==> src/rtl/pll_reset_sequencer.sv <==
// pll_reset_sequencer: qualifies the PLL lock flag and generates a clean,
// registered active-low fabric reset. Lock must be seen continuously for
// STABLE_CYCLES, followed by HOLD_CYCLES of margin, before release. Any loss of
// lock drops the reset again.
// Optional feature macro: LOCK_LOSS_COUNT_EN (saturating RUN lock-loss counter).
module pll_reset_sequencer #(
  parameter int SYNC_STAGES   = 2,
  parameter int STABLE_CYCLES = 1024,
  parameter int HOLD_CYCLES   = 16,
  parameter int LOSS_W        = 8
) (
  input  logic              clock_in,
  input  logic              resetb,
  input  logic              locked,
  output logic              sys_resetn,
  output logic              ready,
  output logic [1:0]        state_dbg,
  output logic [LOSS_W-1:0] lock_loss_count
);

  localparam int MAX_CYC = (STABLE_CYCLES > HOLD_CYCLES) ? STABLE_CYCLES : HOLD_CYCLES;
  localparam int CNT_W   = $clog2(MAX_CYC) + 1;
  localparam logic [CNT_W-1:0] STABLE_LAST = CNT_W'(STABLE_CYCLES - 1);
  localparam logic [CNT_W-1:0] HOLD_LAST   = CNT_W'(HOLD_CYCLES - 1);

  typedef enum logic [1:0] {
    WAIT_LOCK = 2'd0,
    STABLE    = 2'd1,
    HOLD      = 2'd2,
    RUN       = 2'd3
  } state_e;

  logic [SYNC_STAGES-1:0] sync_q;
  logic                   lock_s;
  state_e                 state_q, state_d;
  logic [CNT_W-1:0]       cnt_q, cnt_d;
  logic                   sys_resetn_q, sys_resetn_d;
  logic                   ready_q, ready_d;

  assign lock_s = sync_q[SYNC_STAGES-1];

  // Synchronise the asynchronous lock flag; only lock_s is used downstream.
  always_ff @(posedge clock_in or negedge resetb) begin
    if (!resetb) begin
      sync_q <= '0;
    end else begin
      sync_q <= {sync_q[SYNC_STAGES-2:0], locked};
    end
  end

  // Sequencer state, qualification counter and registered reset outputs.
  always_ff @(posedge clock_in or negedge resetb) begin
    if (!resetb) begin
      state_q      <= WAIT_LOCK;
      cnt_q        <= '0;
      sys_resetn_q <= 1'b0;
      ready_q      <= 1'b0;
    end else begin
      state_q      <= state_d;
      cnt_q        <= cnt_d;
      sys_resetn_q <= sys_resetn_d;
      ready_q      <= ready_d;
    end
  end

  // Next-state logic: any lock_s drop restarts qualification from zero.
  always_comb begin
    state_d = state_q;
    cnt_d   = cnt_q;
    case (state_q)
      WAIT_LOCK: begin
        if (lock_s) begin
          state_d = STABLE;
          cnt_d   = '0;
        end
      end
      STABLE: begin
        if (!lock_s) begin
          state_d = WAIT_LOCK;
          cnt_d   = '0;
        end else if (cnt_q == STABLE_LAST) begin
          state_d = HOLD;
          cnt_d   = '0;
        end else begin
          cnt_d = cnt_q + CNT_W'(1);
        end
      end
      HOLD: begin
        if (!lock_s) begin
          state_d = WAIT_LOCK;
          cnt_d   = '0;
        end else if (cnt_q == HOLD_LAST) begin
          state_d = RUN;
        end else begin
          cnt_d = cnt_q + CNT_W'(1);
        end
      end
      RUN: begin
        if (!lock_s) begin
          state_d = WAIT_LOCK;
          cnt_d   = '0;
        end
      end
      default: begin
        state_d = WAIT_LOCK;
        cnt_d   = '0;
      end
    endcase
    // Outputs are registered from the next state so they move on the same
    // edge as the state register.
    sys_resetn_d = (state_d == RUN);
    ready_d      = (state_d == RUN);
  end

  assign sys_resetn = sys_resetn_q;
  assign ready      = ready_q;
  assign state_dbg  = state_q;

`ifdef LOCK_LOSS_COUNT_EN
  logic              run_exit;
  logic [LOSS_W-1:0] loss_q, loss_d;

  assign run_exit = (state_q == RUN) && !lock_s;

  // Saturating count of RUN -> WAIT_LOCK transitions.
  always_comb begin
    loss_d = loss_q;
    if (run_exit && (loss_q != '1)) begin
      loss_d = loss_q + LOSS_W'(1);
    end
  end

  // Lock-loss counter register, cleared only by resetb.
  always_ff @(posedge clock_in or negedge resetb) begin
    if (!resetb) begin
      loss_q <= '0;
    end else begin
      loss_q <= loss_d;
    end
  end

  assign lock_loss_count = loss_q;
`else
  assign lock_loss_count = '0;
`endif

endmodule

==> config.mk <==
export PLATFORM = sky130hd
export DESIGN_NAME = pll_reset_sequencer
export DESIGN_NICKNAME = d
export VERILOG_FILES = /design/src/rtl/pll_reset_sequencer.sv
export SDC_FILE = /design/constraint.sdc
export NUM_CORES = 1
export LEC_CHECK = 0
export CORE_UTILIZATION = 53
export CTS_CLUSTER_DIAMETER = 150
export DETAILED_ROUTE_END_ITERATION = 10
export PLACE_DENSITY = 0.78
export REMOVE_ABC_BUFFERS = 1
export SLEW_MARGIN = 20
export SYNTH_ARGS = -nofsm -noshare
export SYNTH_HDL_FRONTEND = slang
export SYNTH_SLANG_ARGS = --single-unit
==> constraint.sdc <==
create_clock -name clock_in -period 2.2 [get_ports clock_in]
set_input_delay 0.66 -clock clock_in [delete_from_list [all_inputs] [get_ports clock_in]]
set_output_delay 0.66 -clock clock_in [all_outputs]
set_load 0.03 [all_outputs]
==> metrics.cfg <==
[outcome]
status = complete, no violations

[critical_path]
slowest_delay_ns = 0.70
path_cells = clkdlybuf4s50_1
worst-path-buf-inv = 1
crit_path_max_fanout = 6
cp-end-kind = output pin
crit_start = state_dbg[1]$_DFF_PN0_
cp-start-kind = flop
r2r-start = state_dbg[0]$_DFF_PN0_
crit_type = reg -> out
cp.arrival_ns = 1.43
cp.required_ns = 1.54
cp_top_family = buffers and inverters
cp_slowest_cell = clkdlybuf4s50_1

[clocking]
ctsHoldBuffers = 0
clock-root-buffer = clkbuf_4
cts_tree = built
cts_buffer_depth = 2
clkLatencyLatePin_ns = 0.28
cts_num_sinks = 16
cts_buffers = 3
post-cts-setup-buffer-count = 0
htreeDepth = 1
cts_resized = 0
clk_pin_slew_ns = 0.08

[routing]
drt_iter0_drc = 27
avgRoutedWirePerCell_um = 13.86
drc = 0
vias = 849
postRouteAntennaNets = 0
drt_pre_antenna_iters = 4
drt_wl_total_um = 1926
vias_per_cell = 6.108

[yosys]
yosys_warnings = 0
synth_area_um2 = 1044
synth.avg_cell_area_um2 = 9.938
ys_ff_latch = 16
synth_cells = 105
ys_seq_area_frac = 0.3837
ys_types = 34

[die]
initial_core_util = 0.5853
die_h_um = 46.37
ioPinCount = 15
dieArea_um2 = 2150
num_rows = 15
dieWidth_um = 46.37
core_area_um2 = 1783

[power_and_ir_drop]
p_leak_nw = 0.4963
power.density_nw_per_um2 = 1010
combPwrFrac = 0.511
irDropWorstVdd_v = 0.0007820
pwr-share-seq = 0.326
power_frac_clock = 0.164
p_sw_frac = 0.4205
p_int_mw = 0.6659
switchingPower_mw = 0.4833

[global_routing]
grt_overflow = 0
grt_usage = 0.2181
grt_pass1_vias = 718
antenna_found_initial = 0
grt_max_degree = 17
grt_pass1_wl_um = 3277

[sta]
setup_violations = 0
whs_ns = 0.3551
period_minus_slack_ns = 2.088
skew_ns = 0.004607
setup_tns_ns = 0
rsz0062_at_grt = false
slew_violations = 0
period_share = 0.9492
maxClockFrequency_ghz = 0.4789
finalHoldViolCount = 0

[layout]
layout.nets = 124
n_antenna_cell = 0
drive_above_1_share = 0.1228
fillCellCount = 154
area_growth_pct = 8.993

[min_path]
hold_class = reg -> reg
holdCritStartpoint = sync_q[0]$_DFF_PN0_

[placement]
place.gp.congestion = 0.8539
hpwl_um = 1446
portBuffers = 6

[run]
cap_violations = 0

[synth_stat cells, drive strengths merged]
| master | instances | area, um^2 |
|---|---|---|
| a21boi | 1 | 7.510 |
| a21o | 1 | 15.01 |
| a21oi | 1 | 5.000 |
| a22o | 6 | 52.55 |
| a2bb2oi | 1 | 8.760 |
| a311o | 1 | 10.01 |
| a31o | 1 | 17.52 |
| a31oi | 5 | 31.28 |
| and3 | 2 | 12.51 |
| and4b | 1 | 10.01 |
| and4bb | 1 | 12.51 |
| buf | 9 | 67.56 |
| conb | 1 | 3.750 |
| dfrtp | 16 | 400.4 |
| ha | 6 | 75.07 |
| inv | 3 | 11.26 |
| mux2 | 2 | 26.27 |
| mux2i | 1 | 10.01 |
| nand2 | 8 | 30.03 |
| nand3 | 5 | 25.02 |
| nand4 | 2 | 12.51 |
| nor2 | 8 | 45.04 |
| nor2b | 1 | 6.260 |
| nor3 | 4 | 20.02 |
| nor3b | 1 | 7.510 |
| nor4 | 2 | 27.53 |
| o211ai | 1 | 12.51 |
| o21a | 1 | 7.510 |
| o21ai | 11 | 55.05 |
| o41ai | 2 | 17.52 |
[power by group through the flow]
stage                     registers (mW)  clock network, mW  logic [mW]
after floorplan                    0.437                  0       0.364
after global placement             0.377                  0       0.568
after detailed placement           0.379                  0       0.581
after CTS                          0.373              0.195       0.582
after global routing               0.382              0.207       0.636
final                              0.374              0.188       0.587
[stage by stage]
stage | instance area (um^2) | total power, mW | worst slack (ns) | util | std cells
after floorplan | 1002 | 0.8010 | 0.2450 | - | 103
after global placement | 1101 | 0.9454 | 0.3742 | 0.6175 | 135
after detailed placement | 1101 | 0.9604 | 0.2983 | 0.6175 | 135
after CTS | 1137 | 1.151 | 0.1101 | 0.6379 | 139
after global routing | 1137 | 1.225 | 0.07493 | 0.6379 | 139
final | 1137 | 1.149 | 0.1117 | 0.6379 | 139
[final timing paths]
kind | end | slack (ns) | cells after the start
setup reg to reg | cnt_q[4]$_DFFE_PN0P_ | 0.29 | 6
hold / removal | sync_q[1]$_DFF_PN0_ | 0.36 | 0
max in group asynchronous | cnt_q[1]$_DFFE_PN0P_ | 1.34 | 2
hold reg to reg | sync_q[1]$_DFF_PN0_ | 0.36 | 0
setup / recovery | state_dbg[1] | 0.11 | 1
min in group asynchronous | cnt_q[8]$_DFFE_PN0P_ | 0.68 | 2
[state kept, by name, indices dropped and copies added (netlist names)]
signal and flops:
ready 1, sync_q 2, cnt_q 11, state_dbg 2
[final cells by class]
cell class | count | area [um^2] | area share
clock buffers | 4 | 36.28 | 0.03190
inverters | 3 | 11.26 | 0.009901
multi-input cells | 84 | 590.6 | 0.5193
flip-flops and latches | 16 | 400.4 | 0.3520
well taps | 25 | 31.28 | 0.02750
repair buffers | 7 | 67.56 | 0.05941
[per-layer routing]
| metal | global-route usage | routed length (um) | vias up |
|---|---|---|---|
| li1 | - | - | 403 |
| met1 | 0.3069 | 939 | 412 |
| met2 | 0.3306 | 858 | 29 |
| met3 | 0.05490 | 108 | 5 |
| met4 | 0.05882 | 19 | 0 |
| met5 | 0 | 0 | - |
[layout by cell type (no fill, tap or decap), types with 5 or more instances in the layout]
cell type         n
dfrtp_1          16
nand2_1           8
conb_1            8
o21ai_0           7
nor2_1            6
a22o_1            6
ha_1              6
clkdlybuf4s50_1   6
a31oi_1           5
nand3_1           5
[cells by family after synthesis]
kind of cell,share of synthesized area
AND/OR/NAND/NOR,0.2002
AO/OA/AOI/OAI,0.2302
flip-flops,0.3837
buffers and inverters,0.07553
adder cells (fa/ha/maj),0.07194
multiplexers,0.03477
other,0.003594
Note: power is estimated with default switching activity, not from simulation.
